[config.mk]
export PLATFORM = sky130hd
export DESIGN_NAME = serial_subtractor
export DESIGN_NICKNAME = d
export VERILOG_FILES = /design/src/rtl/serial_subtractor_pkg.sv /design/src/rtl/serial_subtractor_half_subtractor.sv /design/src/rtl/serial_subtractor.sv
export SDC_FILE = /design/constraint.sdc
export NUM_CORES = 1
export LEC_CHECK = 0
export BUFFER_PORTS_ARGS = -buffer_cell sky130_fd_sc_hd__buf_2
export CAP_MARGIN = 10
export CORE_ASPECT_RATIO = 0.6
export CORE_UTILIZATION = 50
export DETAILED_ROUTE_END_ITERATION = 10
export GPL_ROUTABILITY_DRIVEN = 0
export PLACE_DENSITY = 0.77
export SETUP_SLACK_MARGIN = 0.2
export SLEW_MARGIN = 20
export SYNTH_ARGS = -nofsm -noshare
export SYNTH_HDL_FRONTEND = slang
export SYNTH_SLANG_ARGS = --single-unit
[constraint.sdc]
create_clock -name clk_in -period 4.8 [get_ports clk_in]
set_input_delay 0.24 -clock clk_in [delete_from_list [all_inputs] [get_ports clk_in]]
set_output_delay 0.24 -clock clk_in [all_outputs]
set_load 0.005 [all_outputs]
[src/rtl/serial_subtractor_pkg.sv]
// Shared definitions for the bit-serial subtractor: FSM encoding and default operand width.
package serial_subtractor_pkg;

    localparam int DEFAULT_WIDTH = 8;

    typedef enum logic [1:0] {
        IDLE = 2'd0,
        RUN  = 2'd1,
        DONE = 2'd2
    } state_t;

endpackage

[src/rtl/serial_subtractor_half_subtractor.sv]
// Combinational half subtractor; two of these plus an OR make one full-subtract bit slice.
module half_subtractor (
    input  logic a,
    input  logic b,
    output logic diff,
    output logic borrow
);

    assign diff   = a ^ b;
    assign borrow = ~a & b;

endmodule

[src/rtl/serial_subtractor.sv]
// Bit-serial unsigned subtractor, LSB first, one bit per clock.
// Result and done pulse are registered on the cycle spent in DONE, giving a WIDTH+1 latency.
//
// state | meaning
// IDLE  | waiting for start_in; operands captured on start
// RUN   | one bit processed per cycle, WIDTH cycles total
// DONE  | working result is published on the next edge, then back to IDLE
module serial_subtractor
    import serial_subtractor_pkg::*;
#(
    parameter int WIDTH = DEFAULT_WIDTH
) (
    input  logic             clk_in,
    input  logic             rst_in,
    input  logic             start_in,
    input  logic [WIDTH-1:0] a_in,
    input  logic [WIDTH-1:0] b_in,
    output logic [WIDTH-1:0] diff_out,
    output logic             borrow_out,
    output logic             busy_out,
    output logic             done_out
);

    localparam int CNT_W = $clog2(WIDTH) + 1;
    localparam logic [CNT_W-1:0] LAST_BIT = CNT_W'(WIDTH - 1);

    state_t           state;
    state_t           state_next;
    logic [WIDTH-1:0] a_sh;
    logic [WIDTH-1:0] b_sh;
    logic [WIDTH-1:0] work;
    logic             bor;
    logic [CNT_W-1:0] cnt;

    logic hs0_diff;
    logic hs0_borrow;
    logic bit_diff;
    logic hs1_borrow;
    logic bor_next;

    half_subtractor u_hs0 (
        .a      (a_sh[0]),
        .b      (b_sh[0]),
        .diff   (hs0_diff),
        .borrow (hs0_borrow)
    );

    half_subtractor u_hs1 (
        .a      (hs0_diff),
        .b      (bor),
        .diff   (bit_diff),
        .borrow (hs1_borrow)
    );

    assign bor_next = hs0_borrow | hs1_borrow;

    always_comb begin
        state_next = state;
        case (state)
            IDLE:    if (start_in) state_next = RUN;
            RUN:     if (cnt == LAST_BIT) state_next = DONE;
            DONE:    state_next = IDLE;
            default: state_next = IDLE;
        endcase
    end

    assign busy_out = (state == RUN) || (state == DONE);

    always_ff @(posedge clk_in) begin
        if (rst_in) begin
            state      <= IDLE;
            a_sh       <= '0;
            b_sh       <= '0;
            work       <= '0;
            bor        <= 1'b0;
            cnt        <= '0;
            diff_out   <= '0;
            borrow_out <= 1'b0;
            done_out   <= 1'b0;
        end else begin
            state    <= state_next;
            done_out <= 1'b0;
            case (state)
                IDLE: begin
                    if (start_in) begin
                        a_sh <= a_in;
                        b_sh <= b_in;
                        bor  <= 1'b0;
                        cnt  <= '0;
                    end
                end
                RUN: begin
                    a_sh <= a_sh >> 1;
                    b_sh <= b_sh >> 1;
                    work <= {bit_diff, work[WIDTH-1:1]};
                    bor  <= bor_next;
                    cnt  <= cnt + CNT_W'(1);
                end
                DONE: begin
                    diff_out   <= work;
                    borrow_out <= bor;
                    done_out   <= 1'b1;
                end
                default: ;
            endcase
        end
    end

endmodule

==> run metrics <==
result of the run completed; register area share after synthesis between 40% and 50%; count of nets left with antenna violations after detail routing 0; share of total power consumed by net switching 25.5%; top flip-flop cell by instance count after synthesis sky130_fd_sc_hd__dfxtp_1; adder and majority gate portion of the synthesized area ~4.8%; Post-Route Setup TNS 0 ps; fraction of layout instances using a drive strength above 1 between 20% and 30%; later-pin clock latency in the skew report roughly 300 ps; combinational family with the most area after synthesis multiplexers; switching power summed over all nets approximately 0.22 mW; effective utilization at floorplan around 53%; Final Cycle Share between 50% and 60%; endpoints failing setup 0; Core Footprint between 3000 and 4000 um^2; total half-perimeter wirelength after legalization and detailed placement 2.07 mm; CP max FO 37; CTS tree done; diode insertion count for antenna repair 0; Hold WC Path Type input pin to flip-flop; simple-gate share of the synthesized area a little over an eighth; total gr overflow 0; Clock Power Share between 30% and 40%; maximum number of pins on one net before global-route repair 45; initial antenna violation count 0; post-synthesis xor/xnor area fraction 0%; maximum vdd drop roughly 250 uV; number of instances in the synthesized netlist approximately 180; area leader, netlist sky130_fd_sc_hd__dfxtp_1; DRC violations left 0; number of setup buffers added after CTS 0; maximum clock frequency 408 MHz; proportion of register bits with asynchronous set or reset after synthesis 0%; Clock Skews about 8.3 ps; Least-Margin Pin Slew about 890 ps; Post-Synthesis Cell Area about 1700 um^2; Internal Pwr Total roughly 0.64 mW; number of enable-type register cells in the synthesized netlist 0; wire length of the first global-routing pass 4.93 mm; flip-flop and latch count after synthesis 41; Final Hold Viols 0; required time worst endpoint approximately 5000 ps; overall routing resource usage between 15 and 20%; unrepaired setup endpoints after global routing false; LEAKAGE 0.803 nW; DIE AREA between 3000 and 4000 um^2; Pins Over Slew Limit 0; wire length per cell around 13 um; number of gates resized after CTS 0; launching element type of the critical path flip-flop; Clock transition at path regs 90 ps; ratio of routed vias to standard cells 5.23; buffers added on ports 29; synthesized-area fraction occupied by ao, oa, aoi and oai cells a little over a tenth; Comb power frac 16.4%; mean instance size in the synthesized netlist 9.92 um^2; Row Count 16; number of nets in the final layout 223; largest cells by area after synthesis sky130_fd_sc_hd__dfxtp_1, sky130_fd_sc_hd__mux2i_1, sky130_fd_sc_hd__nor2_1; cell at the root of the clock tree sky130_fd_sc_hd__clkbuf_8; Die Span X 78.1 um; final period demand of the worst path ~2500 ps; sequential cell fraction of total power ~45%; number of design-rule violations left by the first detailed-router iteration 50; number of warnings issued by yosys 0; number of top-level pins 30; most instantiated library cell after synthesis sky130_fd_sc_hd__dfxtp_1; Power Density between 400 and 500 nW/um^2; routed via count roughly 1300; Die Height 47.6 um; wirelength, routed 3.16 mm; Clock Sinks between 40 and 50; CP endpoint kind flip-flop; most instantiated cells after synthesis sky130_fd_sc_hd__dfxtp_1, sky130_fd_sc_hd__nor2_1, sky130_fd_sc_hd__mux2i_1, sky130_fd_sc_hd__a211oi_1, sky130_fd_sc_hd__clkbuf_1; number of detailed-routing iterations run before antenna repair 4; type of the setup path with the least slack flip-flop to flip-flop; total CTS buffers 5; crit path DAT roughly 2700 ps; post-layout power 0.858 mW; H-tree depth reported by CTS 2; Max Root-Sink Buffers 2; max-cap violation count 0; mux contribution to synthesized area about a fifth; distinct cell type count of the synthesized netlist 26; Synthesized Nets 200; number of global-route vias before repair 1075; proportion of netlist area held by the largest area contributor about 47%; worst slew slack as a fraction of its limit roughly two fifths; Area Overhead vs Synth 16.3%; total of hold buffers inserted after clock tree synthesis 0
## worst max-delay path, stage by stage (launching register included)
cell and delay [ps]:
sky130_fd_sc_hd__dfxtp_1 330, sky130_fd_sc_hd__inv_1 110, sky130_fd_sc_hd__ha_2 780, sky130_fd_sc_hd__mux2i_1 390, sky130_fd_sc_hd__or4b_1 580, sky130_fd_sc_hd__a31oi_1 180
## kinds of logic after synthesis
kind of cell,count (synthesis)
flops,41
compound gates,26
mux,33
fa+ha+maj,6
buf+inv,17
simple gates,52
## per-layer routing
layer / wire, um / up-vias / track usage, %
li1: - / 662 / -
met1: 1540 / 589 / 22.5
met2: 1440 / 17 / 29.1
met3: 112 / 8 / 5.33
met4: 70 / 0 / 10.0
met5: 0 / - / 0
## flip-flops by register name, indices dropped and copies added (netlist names)
register and flops:
a_sh 8, state 2, diff_out 8, borrow_out 1, b_sh 8, done_out 1, cnt 4, work 8
bor 1
## area by class of cell
cell class              count  area, um^2
flip-flops and latches     41         821
fillers                   279        1260
repair buffers             29         145
multi-input cells         117         843
clock inverters             3        68.8
inverters                   4        15.0
well taps                  45        56.3
clock buffers               5        68.8
## power by group through the flow
stage	logic [mW]	registers (mW)	clock network (mW)
final	0.140	0.383	0.335
after detailed placement	0.140	0.392	0
after CTS	0.142	0.384	0.342
after floorplan	0.117	0.387	0
after global placement	0.134	0.390	0
after global routing	0.157	0.387	0.359
## placed cells by master (no fill, tap or decap)
master | Yosys | final
sky130_fd_sc_hd__a211oi_1 | 16 | 16
sky130_fd_sc_hd__a32oi_1 | 2 | 2
sky130_fd_sc_hd__ha_1 | 5 | 4
sky130_fd_sc_hd__nor2_1 | 34 | 34
sky130_fd_sc_hd__nor2b_1 | 2 | 2
sky130_fd_sc_hd__mux2i_1 | 32 | 32
sky130_fd_sc_hd__a21bo_2 | 1 | 1
sky130_fd_sc_hd__bufinv_16 | 0 | 2
sky130_fd_sc_hd__nand4_1 | 1 | 1
sky130_fd_sc_hd__o311ai_0 | 1 | 1
sky130_fd_sc_hd__nand2b_1 | 2 | 2
sky130_fd_sc_hd__nand2_1 | 4 | 4
sky130_fd_sc_hd__a31oi_1 | 1 | 1
sky130_fd_sc_hd__clkbuf_8 | 0 | 5
sky130_fd_sc_hd__fa_1 | 1 | 1
sky130_fd_sc_hd__or2b_1 | 1 | 1
sky130_fd_sc_hd__inv_6 | 0 | 1
sky130_fd_sc_hd__a21oi_1 | 4 | 4
sky130_fd_sc_hd__or4b_1 | 1 | 1
sky130_fd_sc_hd__a21boi_0 | 1 | 1
sky130_fd_sc_hd__buf_2 | 5 | 29
sky130_fd_sc_hd__nand3b_1 | 4 | 4
sky130_fd_sc_hd__nand3_1 | 3 | 3
sky130_fd_sc_hd__inv_1 | 4 | 4
sky130_fd_sc_hd__dfxtp_1 | 41 | 41
sky130_fd_sc_hd__mux2_2 | 1 | 1
sky130_fd_sc_hd__ha_2 | 0 | 1
## metrics by stage
step	area [um^2]	setup WS, ps	hold WS, ps	utilization (%)	instances
after global placement	1880	2520	455	57.3	236
after CTS	2020	2320	202	61.5	244
after detailed placement	1880	2360	450	57.3	236
after floorplan	1740	3230	404	-	175
final	2020	2350	212	61.5	244
after global routing	2020	2140	213	61.5	244
## final timing paths
path              slack [ps]     start      end  depth (start not counted)
setup reg to reg        2350  state[1]   cnt[3]                          5
hold reg to reg          460   b_sh[7]  b_sh[7]                          2
hold / removal           210   b_in[7]  b_sh[7]                          3
setup / recovery        2350  state[1]   cnt[3]                          5
No activity file was read; power rests on OpenSTA's default activity.
